===== src/rtl/multicycle_ctrl.sv =====
// Multicycle RISC-V control FSM with memory-handshake timeout trap.
// Define MULTICYCLE_JALR_EN to enable the JALR state; otherwise JALR traps.
module multicycle_ctrl #(
    parameter int TIMEOUT = 16
) (
    input  logic       clk,
    input  logic       rst,
    input  logic [6:0] op,
    input  logic [2:0] funct3,
    input  logic       funct7_5,
    input  logic       zero,
    input  logic       mem_ready,
    output logic       PCWrite,
    output logic       AdrSrc,
    output logic       IRWrite,
    output logic       MemWrite,
    output logic       RegWrite,
    output logic [1:0] ResultSrc,
    output logic [1:0] ALUSrcA,
    output logic [1:0] ALUSrcB,
    output logic [2:0] ImmSrc,
    output logic [3:0] ALUControl,
    output logic       trap,
    output logic [3:0] state_o
);

    typedef enum logic [3:0] {
        S_FETCH = 4'd0, S_DECODE = 4'd1, S_MEMADR = 4'd2, S_MEMREAD = 4'd3,
        S_MEMWB = 4'd4, S_MEMWRITE = 4'd5, S_EXECR = 4'd6, S_EXECI = 4'd7,
        S_ALUWB = 4'd8, S_BEQ = 4'd9, S_JAL = 4'd10, S_JALR = 4'd11,
        S_TRAP = 4'd12
    } state_t;

    localparam logic [6:0] OP_LOAD  = 7'b0000011;
    localparam logic [6:0] OP_STORE = 7'b0100011;
    localparam logic [6:0] OP_RTYPE = 7'b0110011;
    localparam logic [6:0] OP_ITYPE = 7'b0010011;
    localparam logic [6:0] OP_BRANCH = 7'b1100011;
    localparam logic [6:0] OP_JAL   = 7'b1101111;
    localparam logic [6:0] OP_JALR  = 7'b1100111;
    localparam logic [6:0] OP_LUI   = 7'b0110111;
    localparam logic [6:0] OP_AUIPC = 7'b0010111;

    localparam logic [3:0] ALU_ADD = 4'b0000, ALU_SUB = 4'b0001, ALU_AND = 4'b0010,
                           ALU_OR  = 4'b0011, ALU_XOR = 4'b0100, ALU_SLT = 4'b0101,
                           ALU_SLL = 4'b0110, ALU_SRL = 4'b0111, ALU_SRA = 4'b1111;

    // Counter never passes TIMEOUT-1 outside TRAP: the next wait cycle traps.
    localparam int         CW        = $clog2(TIMEOUT + 1);
    localparam logic [CW-1:0] WAIT_LAST = CW'(TIMEOUT - 1);

    state_t          r_state;
    state_t          w_next;
    logic [CW-1:0]   r_wait_cnt;
    logic            w_waiting;
    logic            w_timeout;
    logic [3:0]      w_alu_dec;
    logic            w_pc_write;
    logic            w_ir_write;
    logic            w_mem_write;
    logic            w_reg_write;

    assign w_waiting = (r_state inside {S_FETCH, S_MEMREAD, S_MEMWRITE}) && !mem_ready;
    assign w_timeout = w_waiting && (r_wait_cnt == WAIT_LAST);

    // NOTE: sequential state uses non-blocking assignments so every register samples pre-edge values.
    always_ff @(posedge clk) begin
        if (rst) begin
            r_state    <= S_FETCH;
            r_wait_cnt <= '0;
        end else begin
            r_state <= w_next;
            if (w_next != r_state) r_wait_cnt <= '0;
            else if (w_waiting)    r_wait_cnt <= r_wait_cnt + 1'b1;
        end
    end

    // NOTE: every combinational output gets a default first so no path infers a latch.
    always_comb begin
        w_next = r_state;
        case (r_state)
            S_FETCH:    if (mem_ready) w_next = S_DECODE;
                        else if (w_timeout) w_next = S_TRAP;
            S_DECODE: begin
                case (op)
                    OP_LOAD, OP_STORE: w_next = S_MEMADR;
                    OP_RTYPE:          w_next = S_EXECR;
                    OP_ITYPE:          w_next = S_EXECI;
                    OP_BRANCH:         w_next = S_BEQ;
                    OP_JAL:            w_next = S_JAL;
`ifdef MULTICYCLE_JALR_EN
                    OP_JALR:           w_next = S_JALR;
`endif
                    default:           w_next = S_TRAP;
                endcase
            end
            S_MEMADR:   w_next = op[5] ? S_MEMWRITE : S_MEMREAD;
            S_MEMREAD:  if (mem_ready) w_next = S_MEMWB;
                        else if (w_timeout) w_next = S_TRAP;
            S_MEMWRITE: if (mem_ready) w_next = S_FETCH;
                        else if (w_timeout) w_next = S_TRAP;
            S_MEMWB, S_ALUWB, S_BEQ: w_next = S_FETCH;
            S_EXECR, S_EXECI, S_JAL: w_next = S_ALUWB;
`ifdef MULTICYCLE_JALR_EN
            S_JALR:     w_next = S_ALUWB;
`endif
            S_TRAP:     w_next = S_TRAP;
            default:    w_next = S_TRAP;
        endcase
    end

    // SUB only for R-type; the I-type funct7_5 bit is immediate data except for shifts.
    always_comb begin
        w_alu_dec = ALU_ADD;
        case (funct3)
            3'b000: w_alu_dec = (op[5] && funct7_5) ? ALU_SUB : ALU_ADD;
            3'b001: w_alu_dec = ALU_SLL;
            3'b010: w_alu_dec = ALU_SLT;
            3'b011: w_alu_dec = ALU_SLT;
            3'b100: w_alu_dec = ALU_XOR;
            3'b101: w_alu_dec = funct7_5 ? ALU_SRA : ALU_SRL;
            3'b110: w_alu_dec = ALU_OR;
            3'b111: w_alu_dec = ALU_AND;
            default: w_alu_dec = ALU_ADD;
        endcase
    end

    always_comb begin
        ImmSrc = 3'b000;
        case (op)
            OP_STORE:        ImmSrc = 3'b001;
            OP_BRANCH:       ImmSrc = 3'b010;
            OP_JAL:          ImmSrc = 3'b011;
            OP_LUI, OP_AUIPC: ImmSrc = 3'b100;
            default:         ImmSrc = 3'b000;
        endcase
    end

    always_comb begin
        w_pc_write  = 1'b0;
        w_ir_write  = 1'b0;
        w_mem_write = 1'b0;
        w_reg_write = 1'b0;
        AdrSrc      = 1'b0;
        ResultSrc   = 2'b00;
        ALUSrcA     = 2'b00;
        ALUSrcB     = 2'b00;
        ALUControl  = ALU_ADD;
        case (r_state)
            S_FETCH: begin
                ALUSrcB    = 2'b10;
                ResultSrc  = 2'b10;
                w_ir_write = mem_ready;
                w_pc_write = mem_ready;
            end
            S_DECODE: begin
                ALUSrcA = 2'b01;
                ALUSrcB = 2'b01;
            end
            S_MEMADR: begin
                ALUSrcA = 2'b10;
                ALUSrcB = 2'b01;
            end
            S_MEMREAD:  AdrSrc = 1'b1;
            S_MEMWRITE: begin
                AdrSrc      = 1'b1;
                w_mem_write = 1'b1;
            end
            S_MEMWB: begin
                ResultSrc   = 2'b01;
                w_reg_write = 1'b1;
            end
            S_EXECR: begin
                ALUSrcA    = 2'b10;
                ALUControl = w_alu_dec;
            end
            S_EXECI: begin
                ALUSrcA    = 2'b10;
                ALUSrcB    = 2'b01;
                ALUControl = w_alu_dec;
            end
            S_ALUWB: w_reg_write = 1'b1;
            S_BEQ: begin
                ALUSrcA    = 2'b10;
                ALUControl = ALU_SUB;
                w_pc_write = (funct3 == 3'b000 && zero) || (funct3 == 3'b001 && !zero);
            end
            S_JAL: begin
                ALUSrcA    = 2'b01;
                ALUSrcB    = 2'b10;
                w_pc_write = 1'b1;
            end
`ifdef MULTICYCLE_JALR_EN
            S_JALR: begin
                ALUSrcA    = 2'b10;
                ALUSrcB    = 2'b01;
                ResultSrc  = 2'b10;
                w_pc_write = 1'b1;
            end
`endif
            default: ;
        endcase
    end

    // Write strobes are forced low for as long as reset is held.
    assign PCWrite  = w_pc_write  & ~rst;
    assign IRWrite  = w_ir_write  & ~rst;
    assign MemWrite = w_mem_write & ~rst;
    assign RegWrite = w_reg_write & ~rst;
    assign trap     = (r_state == S_TRAP);
    assign state_o  = r_state;

endmodule


===== config.mk =====
export PLATFORM = sky130hd
export DESIGN_NAME = multicycle_ctrl
export DESIGN_NICKNAME = d
export VERILOG_FILES = /design/src/rtl/multicycle_ctrl.sv
export SDC_FILE = /design/constraint.sdc
export NUM_CORES = 1
export LEC_CHECK = 0
export ABC_AREA = 1
export CAP_MARGIN = 10
export CORE_MARGIN = 8
export CORE_UTILIZATION = 43
export CTS_BUF_LIST = sky130_fd_sc_hd__clkbuf_16
export CTS_CLUSTER_SIZE = 30
export DETAILED_ROUTE_END_ITERATION = 10
export GPL_TIMING_DRIVEN = 0
export PLACE_DENSITY = 0.8
export SYNTH_ARGS = -nofsm -noshare
export SYNTH_HDL_FRONTEND = slang
export SYNTH_SLANG_ARGS = --single-unit

===== constraint.sdc =====
create_clock -name clk -period 2.2 [get_ports clk]
set_input_delay 0.44 -clock clk [delete_from_list [all_inputs] [get_ports clk]]
set_output_delay 0.44 -clock clk [all_outputs]
set_load 0.05 [all_outputs]

### Word-level counts from Yosys, hierarchy flattened

Index checks and enable logic that the tools add are counted.

* register bits: 9
* input bits: 15
* word-level logic and storage cells: 80

* add/subtract/negate cells: 1
* eq/ne operators: 28
* mux-type cells: 20
* bitwise operators: 5
* reductions and logical operators: 24

Operators with widths (count)
* 4-bit case mux with 7 select lines: 2
* 7-bit by 6-bit == test with 1-bit output, second input constant: 3
* 4-bit 2-to-1 mux: 5
* 4-bit case mux with 5 select lines: 1
* 2-bit OR reduction: 9
* 4-bit by 3-bit == test with 1-bit output, second input constant: 4
* 4-bit == test, second input constant: 4
* 7-bit by 5-bit == test with 1-bit output, second input constant: 2
* 7-bit == test, second input constant: 2
* 3-bit == test, second input constant: 4
* 2-bit case mux with 2 select lines: 3
* 3-bit case mux with 4 select lines: 1
* 3-bit OR reduction: 3
* 4-bit by 2-bit == test with 1-bit output, second input constant: 2
* 4-bit case mux with 2 select lines: 1
* 7-bit by 2-bit == test with 1-bit output, second input constant: 1
* 3-bit by 2-bit == test with 1-bit output, second input constant: 2
* 5-bit by 1-bit adder with 5-bit output, second input constant: 1
* 5-bit by 4-bit == test with 1-bit output, second input constant: 1
* 1-bit logical AND: 5
* 1-bit 2-to-1 mux: 5
* 1-bit AND: 4
* 4-bit by 1-bit == test with 1-bit output, second input constant: 1
* 4-bit zero test: 1
* other kinds (10): 11

### Longest topological paths before layout

Gate-level depths: netlist of the first run.

* depth after elaboration: 9
* mapped depth: 12

### Worst setup path after synthesis of the first run

No wires, ideal clock.

* kind: flip-flop to output port
* from: register r_state[3] (netlist: state_o[3])
* to: output port RegWrite
* arrival time: 2.124 ns
* required time: 1.760 ns
* path slack: -0.364 ns
* stages on the path, launching flop included: 5
* buffers on the path: 0
* cell sequence: dfxtp_1 -> inv_1 -> nor2_1 -> nor2_1 -> nor3_1

* cells in the longest elaborated chain, start to end: 4

Ends and longest elaborated chain
* start: declaration: RTL line 52 `state_t r_state;`
* start signal: assignment: RTL line 72 `r_state <= w_next;`
* 4-bit == test / 4-bit by 3-bit == test with 1-bit output (equally long branches): RTL line 149 `case (r_state)`
* 2-bit OR reduction (no line) *
* 1-bit 2-to-1 mux *: RTL line 149
* 1-bit AND *: RTL line 209 `assign RegWrite = w_reg_write & ~rst;`
* end: declaration: RTL line 17 `output logic RegWrite,`

Every way passes the cells marked *; elsewhere a longest branch is shown, timed or not.

### Final worst setup path of the first run

* from: input port op[2]
* to: output port ImmSrc[0]

* cells in the longest elaborated chain, start to end: 3

Ends and longest elaborated chain
* start: declaration: RTL line 8 `input logic [6:0] op,`
* 7-bit by 6-bit == test with 1-bit output / 7-bit by 5-bit == test with 1-bit output (equally long branches): RTL line 130 `case (op)`
* 2-bit OR reduction: RTL line 130
* 3-bit case mux with 4 select lines *: RTL line 130
* end: declaration: RTL line 21 `output logic [2:0] ImmSrc,`

Marks and branches as above.

==> results.json, run 1 <==
{
  "crit_start": "op[2]",
  "setup_slack_ps": 97.0,
  "synth.distinct_cells": 23,
  "seq_area_frac_synth_pct": 19.1,
  "port_buffers": 36,
  "post-place-ws_ps": -575,
  "ys_seq_elements": 9,
  "drc": 0,
  "cts_buffer_depth": 2,
  "worstRegToRegCells": 11,
  "finalWeightedCongestion": 0.886,
  "fmax_ghz": 0.476,
  "ys_warn_count": 0,
  "crit_path_max_fanout": 4,
  "core.rowCount": 17,
  "drt-total-wl_mm": 2.74,
  "clock-root-buffer": "clkbuf_16",
  "regToRegSetupSlack_ps": 480,
  "areaGrowthSynthToFinish_pct": 49.3,
  "dpl-instance-area_sq_mm": 0.00136,
  "crit_slowest_cell": "clkdlybuf4s50_1",
  "setup_violations": 0,
  "r2r-end": "r_wait_cnt[0]",
  "top_usage_layer": "met2",
  "cp-start-kind": "primary input",
  "clk_latency_ps": 230,
  "fin_crit_sh_pct": 95.6,
  "cp_top_family": "buffers and inverters",
  "netlist_area_sq_um": 943,
  "grt_pass1_vias": 1200,
  "grt_use_total_pct": 14.0,
  "slew_violations": 0,
  "vias": 1162,
  "cts_buffers": 3,
  "grt_start_max_net_pins": 9,
  "cap_viol_max_count": 0,
  "first_pass_iters": 4,
  "peakVddDrop_mv": 0.492,
  "cts_sinks": 9,
  "synth_area_per_cell_sq_um": 5.58,
  "synthCells": 169,
  "p_per_area_mw_per_mm2": 563,
  "r2r_start": "r_wait_cnt[0]",
  "drive_gt1_share_pct": 19.1,
  "finalInstanceArea_sq_mm": 0.00141,
  "core-area_sq_mm": 0.00215,
  "ant_nets": 0,
  "endpoint_kind": "output pin",
  "cts_htree_levels": 1,
  "required_ps": 1760,
  "cp-endpoint": "ImmSrc[0]",
  "cp_num_cells": 6,
  "die_area_sq_mm": 0.00395,
  "holdCritPathClass": "register to register",
  "max_slew_margin_pct": 64.5,
  "via_per_inst": 4.90,
  "hold_viol": 0,
  "worstMarginPinSlew_ps": 531,
  "worstPathCellList": "clkdlybuf4s50_1, nor2_1, nand3_1, nand2_1, and3_1, buf_6",
  "die_w_um": 62.8,
  "critPathArrivalTime_ps": 1660,
  "io_pins": 38,
  "n_antenna_cell": 0,
  "initial_core_util_pct": 43.9,
  "use_met3_pct": 3.76,
  "skew_ps": 0.658,
  "die_h_um": 62.8,
  "nets": 227,
  "critPathBufInv": 2,
  "met2_usage_pct": 26.4,
  "cpPeakStageDelay_ps": 460,
  "grt.met1_usage_pct": 14.1,
  "path_clk_slew_ps": 40,
  "drt_iter0_drc": 48,
  "grt_overflow": 0,
  "leakage_nw": 0.750,
  "wl_per_cell_um": 11.5,
  "antenna_found_initial": 0,
  "period_needed_ps": 2100,
  "syn_nets": 186,
  "hpwl_mm": 2.30,
  "worstSetupPathType": "primary input to output pin",
  "post-cts-setup-buffers": 0,
  "status": "finished clean",
  "cts_tree": "built",
  "grt_pass1_wl_mm": 4.80
}
logic make-up (layout without fill, tap and decap cells):
family                   count (synthesis)  in the layout  share of synthesized area, %
buffers and inverters                   35             75                          13.9
XOR/XNOR                                 4              4                          3.71
AO/OA/AOI/OAI                           17             17                          9.68
adder cells (fa/ha/maj)                  2              2                          2.65
AND/OR/NAND/NOR                        101            101                          49.7
flip-flops                               9              9                          19.1
multiplexers                             1              1                          1.19
cell usage after synthesis:
library cell	number	area (sq um)
nand3_1	14	70.1
nand3_2	1	10.0
inv_2	2	7.51
nand3_4	1	17.5
nand4_1	3	18.8
o211ai_1	1	7.51
nor2_1	28	105
mux2_2	1	11.3
buf_1	1	3.75
dfxtp_1	9	180
nand2_2	8	50.1
nand4_2	1	12.5
and3_1	1	6.26
xor2_1	3	26.3
ha_1	2	25.0
xnor2_1	1	8.76
a31oi_1	3	18.8
nand2_1	37	139
nor2_2	4	25.0
a21oi_1	6	30.0
inv_1	32	120
o21ai_0	7	35.0
nor3_1	3	15.0
layout make-up:
| type | count | area [sq um] |
|---|---|---|
| plain buffers | 1 | 3.75 |
| clock buffers | 3 | 75.1 |
| clock inverters | 1 | 3.75 |
| fillers | 213 | 739 |
| inverters | 34 | 128 |
| multi-input cells | 125 | 659 |
| flip-flops and latches | 9 | 184 |
| well taps | 28 | 35.0 |
| repair buffers | 36 | 320 |
state kept, by name, indices dropped and copies added (netlist names):
| name | flops |
|---|---|
| state_o | 4 |
| r_wait_cnt | 5 |
worst register-to-register path: stages, from the launching register on:
cell and delay (ps):
dfxtp_1 370, ha_1 160, inv_1 50, nor2_1 110, ha_1 230, inv_1 60, nand4_1 80, nand3_1 90
o21ai_0 220, nor2_2 70, nand4_2 120, nor2_1 60
power by group:
group,switching [W],internal (W)
Sequential,0.0000137,0.000172
Clock,0.0000709,0.000237
Combinational,0.000204,0.0000949
Total,0.000289,0.000504
worst min path at each step:
stage                       start       endpoint  slack, ps  cells past startpoint
floorplan           r_wait_cnt[3]  r_wait_cnt[3]        500                      3
global placement    r_wait_cnt[3]  r_wait_cnt[3]        510                      3
detailed placement  r_wait_cnt[3]  r_wait_cnt[3]        560                      3
CTS                 r_wait_cnt[3]  r_wait_cnt[3]        570                      3
global route        r_wait_cnt[3]  r_wait_cnt[3]        600                      3
finish              r_wait_cnt[4]  r_wait_cnt[4]        570                      4
layer usage:
| layer | wire, um | share of wire (%) |
|---|---|---|
| met1 | 1150 | 42 |
| met5 | 0 | 0 |
| met4 | 53 | 1.9 |
| met3 | 141 | 5.2 |
| met2 | 1400 | 51 |
stage by stage:
stage | util [%] | cells | TNS (ps) | hold WS [ps] | power [W]
finish | 65.6 | 237 | 0 | 566 | 0.000793
floorplan | - | 169 | -74.6 | 502 | 0.000396
global route | 65.6 | 237 | -10.4 | 599 | 0.000834
global placement | 63.3 | 233 | -3290 | 514 | 0.000493
CTS | 66.0 | 237 | 0 | 565 | 0.000797
detailed placement | 63.3 | 233 | -3530 | 559 | 0.000500
layout by cell type (no fill, tap or decap), types with 3 or more instances in the layout:
cell type        count
nand2_1             37
inv_1               33
nor2_1              26
clkdlybuf4s50_1     15
nand3_1             14
nand2_2              8
dlygate4sd2_1        8
o21ai_0              7
nor2_2               6
a21oi_1              6
dfxtp_1              6
buf_2                5
xor2_1               3
nand4_1              3
clkbuf_16            3
dfxtp_2              3
what timing repair did:
item | CTS | global route
gates resized for setup | 42 | 28
hold buffers | 0 | 0
setup endpoints to repair | 19 | 16
Power figures use the tool's default switching activity.
==> run 2, diff against run 1 <==
--- a/config.mk
+++ b/config.mk
@@ -9,7 +9,6 @@
 export CAP_MARGIN = 10
 export CORE_MARGIN = 8
 export CORE_UTILIZATION = 43
-export CTS_BUF_LIST = sky130_fd_sc_hd__clkbuf_16
 export CTS_CLUSTER_SIZE = 30
 export DETAILED_ROUTE_END_ITERATION = 10
 export GPL_TIMING_DRIVEN = 0
==> run 2 against run 1 <==
Compared with the run above: hold slack worse by 4.7 ps; clock skew hardly changed; flip-flop and latch count did not move; sequential power is essentially flat; first-iteration DRC count shrank 2.1%; non-clock buffer count unchanged; critical path depth unchanged; critical path type unchanged; largest cell class unchanged.
==> results.json, run 2 (same netlist as run 1, synthesis figures left out) <==
{
  "cp-start-kind": "primary input",
  "hold_buffers": 0,
  "period_needed_ps": 2100,
  "critPathArrivalTime_ps": 1660,
  "status": "finished clean",
  "rsz0062_at_grt": "true",
  "hold_viol": 0,
  "finalWeightedCongestion": 0.886,
  "drive_gt1_share_pct": 20.1,
  "finalInstanceArea_sq_mm": 0.00136,
  "final_cell_mix": "37 x nand2_1, 32 x inv_1, 25 x nor2_1",
  "cpPeakStageDelay_ps": 460,
  "holdCritPathClass": "register to register",
  "path_clk_slew_ps": 60,
  "crit_path_max_fanout": 4,
  "io_pins": 38,
  "worstSetupPathType": "primary input to output pin",
  "regMostFlops": "r_wait_cnt",
  "grt_start_max_net_pins": 9,
  "slew_violations": 0,
  "core.rowCount": 17,
  "leakage_nw": 0.716,
  "worstMarginPinSlew_ps": 535,
  "skew_ps": 1.11,
  "largest_reg_flops": 5,
  "fin_cells": 237,
  "ant_nets": 0,
  "cts_buffers": 3,
  "via_per_inst": 4.90,
  "final_common_cell": "nand2_1",
  "setup_violations": 0,
  "areaGrowthSynthToFinish_pct": 43.9,
  "finalCoreUtilization_pct": 63.2,
  "clock-root-buffer": "clkbuf_4",
  "endpoint_kind": "output pin",
  "antenna_found_initial": 0,
  "port_buffers": 36,
  "required_ps": 1760,
  "critPathBufInv": 2,
  "max_slew_margin_pct": 64.2,
  "drc": 0,
  "cts_buffer_depth": 2,
  "dpl-instance-area_sq_mm": 0.00136,
  "initial_core_util_pct": 43.9,
  "p_per_area_mw_per_mm2": 448,
  "cts_htree_levels": 1,
  "drt_iter0_drc": 47,
  "crit_slowest_cell": "clkdlybuf4s50_1",
  "nets": 227,
  "hpwl_mm": 2.30,
  "worstPathCellList": "clkdlybuf4s50_1, nor2_1, nand3_1, nand2_1, and3_1, buf_6",
  "fin_crit_sh_pct": 95.6,
  "cts_sinks": 9,
  "die_h_um": 62.8,
  "clk_latency_ps": 260,
  "peakVddDrop_mv": 0.364,
  "core-area_sq_mm": 0.00215,
  "cap_viol_max_count": 0,
  "cp_top_family": "buffers and inverters",
  "first_pass_iters": 4,
  "grt_overflow": 0,
  "n_antenna_cell": 0,
  "drt-total-wl_mm": 2.72,
  "grt_pass1_wl_mm": 4.66,
  "cts_tree": "built",
  "die_area_sq_mm": 0.00395,
  "grt_pass1_vias": 1156,
  "fmax_ghz": 0.476,
  "grt_use_total_pct": 13.5,
  "placed_cells": 233,
  "vias": 1162,
  "wl_per_cell_um": 11.5,
  "die_w_um": 62.8
}
[run 2: cell types whose count changed in the layout (fill, tap and decap cells not counted), sizes merged]
cell / change
dlygate4sd2: -3
clkbuf: +2
inv: -1
clkdlybuf4s15: +2
[run 2: metrics by stage]
| step | hold slack [ps] | setup slack [ps] | setup TNS [ps] | total power, W |
|---|---|---|---|---|
| global placement | 514 | -527 | -3290 | 0.000493 |
| global route | 602 | -5.28 | -5.28 | 0.000643 |
| detailed placement | 559 | -575 | -3530 | 0.000500 |
| floorplan | 502 | -56.9 | -74.6 | 0.000396 |
| finish | 562 | 97.2 | 0 | 0.000608 |
| CTS | 568 | 3.71 | 0 | 0.000611 |
[run 2: final cells by class]
class,instances,area [sq um]
fillers,223,791
multi-input cells,125,662
well taps,28,35.0
clock buffers,4,26.3
plain buffers,1,3.75
repair buffers,36,319
inverters,34,128
flip-flops and latches,9,184
[run 2: power breakdown]
part	internal [W]	switching [W]
registers	0.000171	0.0000137
clock network	0.0000696	0.0000532
logic	0.0000955	0.000205
total	0.000337	0.000272
[run 2: final timing paths]
| path | startpoint | end | slack [ps] | depth (start not counted) |
|---|---|---|---|---|
| setup / recovery | op[2] | ImmSrc[0] | 100 | 6 |
| hold reg to reg | r_wait_cnt[4] | r_wait_cnt[4] | 560 | 4 |
| hold / removal | r_wait_cnt[4] | r_wait_cnt[4] | 560 | 4 |
| setup reg to reg | r_wait_cnt[0] | r_wait_cnt[0] | 510 | 11 |
[run 2: timing repair]
action / 4_1_cts / 5_1_grt
endpoints found under the setup margin: 19 / 16
buffers inserted: 0 / 0
resized for setup: 44 / 30
[run 2: metal layers]
| metal | wire, um | share of wire [%] | GRT usage, % | vias up |
|---|---|---|---|---|
| met2 | 1370 | 50 | 25.4 | 41 |
| met4 | 55 | 2.0 | 6.27 | 0 |
| met3 | 128 | 4.7 | 2.51 | 6 |
| met5 | 0 | 0 | 0 | - |
| met1 | 1160 | 43 | 14.1 | 506 |
| li1 | - | - | - | 609 |
[run 2: worst register-to-register path, stage by stage (launching register included)]
cell	delay (ps)
dfxtp_1	380
ha_1	160
inv_1	40
nor2_1	100
ha_1	220
inv_1	60
nand4_1	80
nand3_1	90
o21ai_0	220
nor2_2	70
nand4_2	120
nor2_1	60
==> run 3, diff against run 2 <==
--- a/config.mk
+++ b/config.mk
@@ -7,7 +7,7 @@
 export LEC_CHECK = 0
 export ABC_AREA = 1
 export CAP_MARGIN = 10
-export CORE_MARGIN = 8
+export CORE_MARGIN = 1
 export CORE_UTILIZATION = 43
 export CTS_CLUSTER_SIZE = 30
 export DETAILED_ROUTE_END_ITERATION = 10
==> run 3 against run 2 <==
Compared with the run above: register-to-register slack worse by 70 ps; via count up 2.0%; non-clock buffer count unchanged; final cell count down 0.42%; global-route usage up 9.1 points.
==> results.json, run 3 (same netlist as run 1, synthesis figures left out) <==
{
  "final_cell_mix": "36 x nand2_1, 32 x inv_1, 25 x nor2_1",
  "peakVddDrop_mv": 0.393,
  "grt_start_max_net_pins": 9,
  "io_pins": 38,
  "slew_violations": 0,
  "top_usage_layer": "met2",
  "nets": 227,
  "n_antenna_cell": 0,
  "fillers": 192,
  "core.rowCount": 16,
  "use_met3_pct": 1.25,
  "largest_reg_flops": 5,
  "core-area_sq_mm": 0.00202,
  "post-cts-setup-buffers": 0,
  "rsz0062_at_grt": "false",
  "finalCoreUtilization_pct": 67.3,
  "fin_crit_sh_pct": 96.1,
  "path_clk_slew_ps": 60,
  "dpl-instance-area_sq_mm": 0.00136,
  "cts_buffers": 3,
  "skew_ps": 1.05,
  "endpoint_kind": "output pin",
  "setup_violations": 0,
  "grt_overflow": 0,
  "regMostFlops": "r_wait_cnt",
  "worstMarginPinSlew_ps": 493,
  "crit_path_max_fanout": 4,
  "finalInstanceArea_sq_mm": 0.00136,
  "cts_buffer_depth": 2,
  "ant_nets": 0,
  "cts_htree_levels": 1,
  "cts_sinks": 9,
  "drive_gt1_share_pct": 21.1,
  "grt_pass1_wl_mm": 4.37,
  "holdCritPathClass": "register to register",
  "clock-root-buffer": "clkbuf_4",
  "cts_tree": "built",
  "worstSetupPathType": "primary input to output pin",
  "wl_per_cell_um": 10.8,
  "internal_power_w": 0.000335,
  "leakage_nw": 0.727,
  "final_common_cell": "nand2_1",
  "grt_use_total_pct": 22.6,
  "drt-total-wl_mm": 2.55,
  "required_ps": 1760,
  "max_slew_margin_pct": 67.1,
  "initial_core_util_pct": 46.7,
  "swShare_pct": 45.2,
  "port_buffers": 36,
  "die_w_um": 48.8,
  "status": "finished clean",
  "cap_viol_max_count": 0,
  "die_h_um": 48.8,
  "cp-start-kind": "primary input",
  "grt.met1_usage_pct": 27.1,
  "hpwl_mm": 2.10,
  "hold_depth": 3,
  "met2_usage_pct": 43.5,
  "clk_latency_ps": 260,
  "worstRegToRegCells": 11,
  "areaGrowthSynthToFinish_pct": 44.2,
  "vias": 1185,
  "first_pass_iters": 4,
  "antenna_found_initial": 0,
  "finalWeightedCongestion": 0.906,
  "grt_pass1_vias": 1081,
  "fin_tns_setup_ps": 0,
  "switching_power_w": 0.000276,
  "hold_viol": 0,
  "drc": 0,
  "critPathArrivalTime_ps": 1670,
  "pwr-share-seq_pct": 30.2,
  "hold_buffers": 0,
  "p_per_area_mw_per_mm2": 449,
  "via_per_inst": 5.02,
  "period_needed_ps": 2110,
  "p_comb_share_pct": 48.8,
  "drt_iter0_drc": 33,
  "die_area_sq_mm": 0.00239,
  "fmax_ghz": 0.473,
  "pwr-share-clk_pct": 20.9
}
-- run 3: worst max-delay path, stage by stage --
cell and delay (ps):
clkdlybuf4s50_1 470, inv_1 100, nand3_1 80, inv_1 90
nand2_1 90, nand2_1 80, and3_1 160, buf_6 160
-- run 3: final timing paths --
kind                               startpoint             to  slack (ps)
worst max-delay path                    op[4]      ImmSrc[0]          90
worst min-delay path            r_wait_cnt[3]  r_wait_cnt[3]         560
worst max register to register  r_wait_cnt[0]  r_wait_cnt[3]         440
worst min register to register  r_wait_cnt[3]  r_wait_cnt[3]         560
-- run 3: power by group through the flow --
stage	Combinational, W	Sequential [W]	Clock [W]
after floorplan	0.000194	0.000202	0
after global placement	0.000305	0.000187	0
after detailed placement	0.000311	0.000188	0
after CTS	0.000299	0.000184	0.000131
after global routing	0.000323	0.000186	0.000138
final	0.000298	0.000185	0.000128
-- run 3: layout make-up --
type	count	area, sq um	area share (%)
Buffer	1	3.75	0.276
Clock buffer	4	26.3	1.93
Inverter	34	128	9.38
Multi-Input combinational cell	125	664	48.9
Sequential cell	9	184	13.5
Tap cell	27	33.8	2.48
Timing Repair Buffer	36	320	23.6
-- run 3: per-layer routing --
layer  wire (um)  vias to the layer above
li1            -                      609
met1        1140                      540
met2        1300                       34
met3          98                        2
met4           9                        0
met5           0                        -
-- run 3: stage by stage --
step | std cells | hold slack (ps) | power [W] | setup WS (ps)
2_1_floorplan | 169 | 502 | 0.000396 | -56.9
3_3_place_gp | 232 | 516 | 0.000492 | -536
3_5_place_dp | 232 | 531 | 0.000498 | -604
4_1_cts | 236 | 544 | 0.000615 | 9.03
5_1_grt | 236 | 590 | 0.000648 | 3.22
6_report | 236 | 562 | 0.000611 | 86.9
-- run 3: repair_timing --
| item | CTS | global route |
|---|---|---|
| pin swaps | 0 | 3 |
| resized for setup | 46 | 28 |
| endpoints found under the hold margin | 0 | 0 |
| endpoints found under the setup margin | 19 | 16 |
